===== src/rtl/i2c_xfer_seq.sv =====
// i2c_xfer_seq: runs complete register-oriented I2C transfers on top of the
// byte-level master controller. Write: START+addr, reg, N data, STOP.
// Read: START+addr, reg, repeated START+addr|1, N data, STOP.
module i2c_xfer_seq #(
  parameter  int MAX_LEN = 16,
  localparam int LW      = $clog2(MAX_LEN + 1)
) (
  input  logic          hclk,
  input  logic          hrst,
  // host request
  input  logic          req_valid,
  output logic          req_ready,
  input  logic [6:0]    req_dev,
  input  logic [7:0]    req_reg,
  input  logic          req_rd,
  input  logic [LW-1:0] req_len,
  // write data stream
  input  logic          tx_valid,
  output logic          tx_ready,
  input  logic [7:0]    tx_data,
  // read data stream
  output logic          rx_valid,
  output logic [7:0]    rx_data,
  // completion
  output logic          done,
  output logic [1:0]    status,
  output logic          busy,
  // byte controller
  output logic          bc_start,
  output logic          bc_stop,
  output logic          bc_read,
  output logic          bc_write,
  output logic          bc_ack_in,
  output logic [7:0]    bc_din,
  input  logic          bc_cmd_ack,
  input  logic          bc_ack_out,
  input  logic [7:0]    bc_dout,
  input  logic          bc_al
);

  typedef enum logic [3:0] {
    IDLE, ADDR_W, REG, TX_FETCH, WDATA, RSTART, RDATA, STOP, FIN
  } state_t;

  typedef struct packed {
    logic       start;
    logic       stop;
    logic       read;
    logic       write;
    logic       ack_in;
    logic [7:0] din;
  } cmd_t;

  localparam logic [1:0] ST_OK   = 2'b00;
  localparam logic [1:0] ST_NACK = 2'b01;
  localparam logic [1:0] ST_AL   = 2'b10;

  state_t        state;
  cmd_t          cmd_q;     // registered command presented to the byte ctrl
  cmd_t          cmd_want;  // command the current state wants to issue
  logic          is_cmd;    // current state talks to the byte ctrl
  logic          cmd_live;  // a command is outstanding, waiting for ack/al
  logic [6:0]    dev_q;
  logic [7:0]    reg_q;
  logic          rd_q;
  logic [LW-1:0] cnt;       // data bytes still to move
  logic [7:0]    wbyte;     // write byte captured from the tx stream
  logic [LW-1:0] len_clamped;

  assign len_clamped = (req_len > LW'(MAX_LEN)) ? LW'(MAX_LEN) : req_len;

  assign bc_start  = cmd_q.start;
  assign bc_stop   = cmd_q.stop;
  assign bc_read   = cmd_q.read;
  assign bc_write  = cmd_q.write;
  assign bc_ack_in = cmd_q.ack_in;
  assign bc_din    = cmd_q.din;

  // Decode which byte-controller command belongs to the current state.
  always_comb begin
    // NOTE: defaults first so every path assigns every bit and no latch forms.
    cmd_want = '0;
    is_cmd   = 1'b1;
    unique case (state)
      ADDR_W: begin
        cmd_want.start = 1'b1;
        cmd_want.write = 1'b1;
        cmd_want.din   = {dev_q, 1'b0};
      end
      REG: begin
        cmd_want.write = 1'b1;
        cmd_want.din   = reg_q;
      end
      WDATA: begin
        cmd_want.write = 1'b1;
        cmd_want.din   = wbyte;
      end
      RSTART: begin
        cmd_want.start = 1'b1;
        cmd_want.write = 1'b1;
        cmd_want.din   = {dev_q, 1'b1};
      end
      RDATA: begin
        cmd_want.read   = 1'b1;
        cmd_want.ack_in = (cnt == LW'(1));  // master-NACK the final byte
      end
      STOP: begin
        cmd_want.stop = 1'b1;
      end
      default: is_cmd = 1'b0;
    endcase
  end

  // Sequencer FSM with registered outputs and command handshake.
  always_ff @(posedge hclk) begin
    if (hrst) begin
      // NOTE: sequential state uses non-blocking assignments only.
      state     <= IDLE;
      cmd_q     <= '0;
      cmd_live  <= 1'b0;
      req_ready <= 1'b1;
      tx_ready  <= 1'b0;
      rx_valid  <= 1'b0;
      rx_data   <= '0;
      done      <= 1'b0;
      status    <= ST_OK;
      busy      <= 1'b0;
      dev_q     <= '0;
      reg_q     <= '0;
      rd_q      <= 1'b0;
      cnt       <= '0;
      wbyte     <= '0;
    end else begin
      tx_ready <= 1'b0;
      rx_valid <= 1'b0;
      done     <= 1'b0;

      if (is_cmd) begin
        if (bc_al) begin
          // Lost the bus: no STOP, report straight away.
          cmd_q    <= '0;
          cmd_live <= 1'b0;
          if (status == ST_OK) status <= ST_AL;
          state    <= FIN;
        end else if (!cmd_live) begin
          cmd_q    <= cmd_want;
          cmd_live <= 1'b1;
        end else if (bc_cmd_ack) begin
          cmd_q    <= '0;
          cmd_live <= 1'b0;
          unique case (state)
            ADDR_W: begin
              if (bc_ack_out) begin
                status <= ST_NACK;
                state  <= STOP;
              end else begin
                state <= REG;
              end
            end
            REG: begin
              if (bc_ack_out) begin
                status <= ST_NACK;
                state  <= STOP;
              end else if (cnt == '0) begin
                state <= STOP;
              end else if (rd_q) begin
                state <= RSTART;
              end else begin
                state <= TX_FETCH;
              end
            end
            WDATA: begin
              cnt <= cnt - LW'(1);
              if (bc_ack_out) begin
                status <= ST_NACK;
                state  <= STOP;
              end else if (cnt == LW'(1)) begin
                state <= STOP;
              end else begin
                state <= TX_FETCH;
              end
            end
            RSTART: begin
              if (bc_ack_out) begin
                status <= ST_NACK;
                state  <= STOP;
              end else begin
                state <= RDATA;
              end
            end
            RDATA: begin
              rx_valid <= 1'b1;
              rx_data  <= bc_dout;
              cnt      <= cnt - LW'(1);
              if (cnt == LW'(1)) state <= STOP;
            end
            STOP:    state <= FIN;
            default: state <= FIN;
          endcase
        end
      end else begin
        unique case (state)
          IDLE: begin
            req_ready <= 1'b1;
            if (req_valid && req_ready) begin
              dev_q     <= req_dev;
              reg_q     <= req_reg;
              rd_q      <= req_rd;
              cnt       <= len_clamped;
              status    <= ST_OK;
              req_ready <= 1'b0;
              busy      <= 1'b1;
              state     <= ADDR_W;
            end
          end
          TX_FETCH: begin
            if (tx_valid) begin
              tx_ready <= 1'b1;
              wbyte    <= tx_data;
              state    <= WDATA;
            end
          end
          FIN: begin
            done  <= 1'b1;
            busy  <= 1'b0;
            state <= IDLE;
          end
          default: state <= IDLE;
        endcase
      end
    end
  end

endmodule


===== config.mk =====
export PLATFORM = sky130hd
export DESIGN_NAME = i2c_xfer_seq
export DESIGN_NICKNAME = d
export VERILOG_FILES = /design/src/rtl/i2c_xfer_seq.sv
export SDC_FILE = /design/constraint.sdc
export NUM_CORES = 1
export LEC_CHECK = 0
export ABC_AREA = 1
export CORE_MARGIN = 4
export CORE_UTILIZATION = 49
export DETAILED_ROUTE_END_ITERATION = 8
export GPL_ROUTABILITY_DRIVEN = 0
export PLACE_DENSITY = 0.83
export RECOVER_POWER = 100
export SYNTH_ARGS = -nofsm -noshare
export SYNTH_HDL_FRONTEND = slang
export SYNTH_SLANG_ARGS = --single-unit
export TNS_END_PERCENT = 20

===== constraint.sdc =====
create_clock -name hclk -period 1.8 [get_ports hclk]
set_input_delay 0.36 -clock hclk [delete_from_list [all_inputs] [get_ports hclk]]
set_output_delay 0.36 -clock hclk [all_outputs]
set_load 0.02 [all_outputs]

==> run summary <==
Yosys cell types - 30
fin util - 68.8%
drt total wl - 7460 um
post-synth top area share - 43.1%
DRC viols - 0
Avg Cell Area, Syn - 7.08 um2
Lkg Pwr - 1.65 nW
clk_skew - 9.32 ps
Critical Path, Cell by Cell - dlygate4sd3_1
Vias/cell - 5.18
# IOs - 72
synthesis warning total - 0
WP data arrival - 1370 ps
period utilisation layout - 96.2%
Seq cells post-synth - 62
Hold Buf Count CTS - 0
Slew HR - 69.8%
Post-synth EDFFs - 0
Peak Freq - 0.578 GHz
r2r setup slk - 110 ps
vias in the first global route - 2755
Slew @ Worst Pin - 453 ps
Final #Nets - 534
Synth-to-Final Area Change - 34.1%
WL per Instance - 13.2 um
crit path from - req_ready
First-pass DRT Iterations - 7
Buf/Inv on CP - 1
minimum clock period - 1730 ps
die width - 84.6 um
core area - 0.00561 mm2
H-tree depth - 3
Max-cap violations - 0
Critical Path RT - 1440 ps
Die Area - 0.00716 mm2
sequential area share after synthesis - 43.1%
pin count of the biggest net entering global routing - 25
CP max stage delay - 680 ps
diode count - 0
status - finished, final reports clean
number of DRC markers in iteration 0 - 193
share of layout cells above drive strength 1 - 11.0%
Max clock buf depth - 2
slowest CP cell - dlygate4sd3_1
total grt overflow - 0
Synth area leaders - dfxtp_1 43%, nand2_1 13%, a21oi_1 7.8%, nor2_1 6.7%, o21ai_0 5.4%
placement row count - 27
pwr/cell area - 1320 mW/mm2
Worst VDD drop - 0.632 mV
RSZ-0062 raised after global routing - true
die height - 84.6 um
TritonCTS Sinks - 62
hpwl dp - 5500 um
synth cell count leaders - 102 x nand2_1, 62 x dfxtp_1, 51 x nor2_1
Mapped Cells - 406
HP Class - reg2reg
first-pass GRT wire length - 12500 um
CP Launch Type - flop
root buf cell - clkbuf_8
setup violators final - 0
leading register cell type out of synthesis - dfxtp_1
Pins Over Slew Limit - 0
Final Hold Vio Count - 0
Async SR Flop Fraction - 0%
Post-Syn Area - 0.00288 mm2
initial antenna violation count - 0
clock latency at the later pin of the worst-skew pair - 340 ps
placed instance area - 0.00371 mm2
cell with the most instances after synthesis - nand2_1
crit path kind - reg2out
Mapped Nets - 453
crit path max fanout - 3
Crit path max-delay family - buffers and inverters
endpoint class of the critical path - primary output
All-Layer GR Usage - 21.6%
clock transition at the registers of the reported paths - 70 ps
Initial Utilization - 51.3%
Antenna Nets Post-Route - 0
Hold Startpoint - dev_q[5]
Vias - 2924
CTS tree - yes
top cell type by total area after synthesis - dfxtp_1
Reg-to-Reg Start - state[3]
fin area - 0.00386 mm2
Port Buffers - 71
cts bufs inserted - 9
through the flow:
step | power [W] | setup TNS [ps] | cells | setup slack [ps] | hold slack, ps
after floorplan | 0.00347 | 0 | 406 | 446 | 429
after global placement | 0.00405 | 0 | 548 | 99.8 | 436
after detailed placement | 0.00411 | -9.00 | 548 | -9.00 | 446
after CTS | 0.00518 | 0 | 564 | 48.3 | 458
after global routing | 0.00549 | -24.9 | 564 | -17.2 | 483
final | 0.00509 | 0 | 564 | 69.2 | 459
layout by cell type (no fill, tap or decap), types with 2 or more instances in the layout:
cell	count
clkbuf_1	2
nand2_2	5
dfxtp_2	3
nand3_1	22
clkbuf_8	10
clkinv_2	3
a21oi_1	45
clkdlybuf4s50_1	46
nand3_4	2
o21ai_0	31
dfxtp_1	59
nand2_1	102
inv_2	7
o221ai_1	6
nand3_2	2
clkbuf_2	2
dlygate4sd3_1	25
nor2_4	4
buf_4	9
inv_1	32
ha_1	3
nand4_1	4
nor2_2	3
nor2_1	53
kinds of logic after synthesis:
family / count (synthesis) / share of synthesized area [%]
adders and majority gates: 3 / 1.31
AOI/OAI and AO/OA: 86 / 16.2
DFF: 62 / 43.1
xor gates and xnor gates: 2 / 0.609
buffers and inverters: 52 / 7.44
and+or+nand+nor: 201 / 31.3
flip-flops by register name, indices dropped and copies added (netlist names), 2 cells and up:
name,flops
cnt,5
rx_data,8
dev_q,7
status,2
reg_q,8
bc_din,8
wbyte,8
state,4
area by class of cell:
cell class	count	area, um2
sequential	62	1240
timing repair buffer	82	788
inverter	40	150
tap	72	90.1
fill	468	1750
multi-input combinational	292	1420
clock inverter	4	22.5
clock buffer	12	145
path summary, 6_finish.rpt:
check | end | cells past startpoint
setup / recovery | req_ready | 1
hold / removal | dev_q[5] | 2
setup reg to reg | cnt[4] | 8
hold reg to reg | dev_q[5] | 2
worst register-to-register path: stages, from the launching register on:
cell	delay, ps
dfxtp_1	380
nor2_2	300
nand2_4	140
nand3_4	180
nand2_1	90
nand2_2	130
inv_2	80
o21ai_0	200
a21oi_1	60
layer usage:
layer	vias to the layer above	global-route usage, %	routed length, um
met2	125	34.6	3440
li1	1483	-	-
met3	17	6.87	667
met4	0	10.6	180
met5	-	0	0
met1	1299	26.1	3170
power by group:
| group | internal (W) | switching (W) | total, W |
|---|---|---|---|
| Clock | 0.000530 | 0.000531 | 0.00106 |
| Combinational | 0.000773 | 0.00145 | 0.00223 |
| Sequential | 0.00162 | 0.000181 | 0.00180 |
repair_timing:
action	in CTS	in global routing
resized for setup	0	3
buffers inserted	0	0
setup endpoints to repair	0	22
endpoints found under the hold margin	0	0
(Power assumes the default switching activity.)
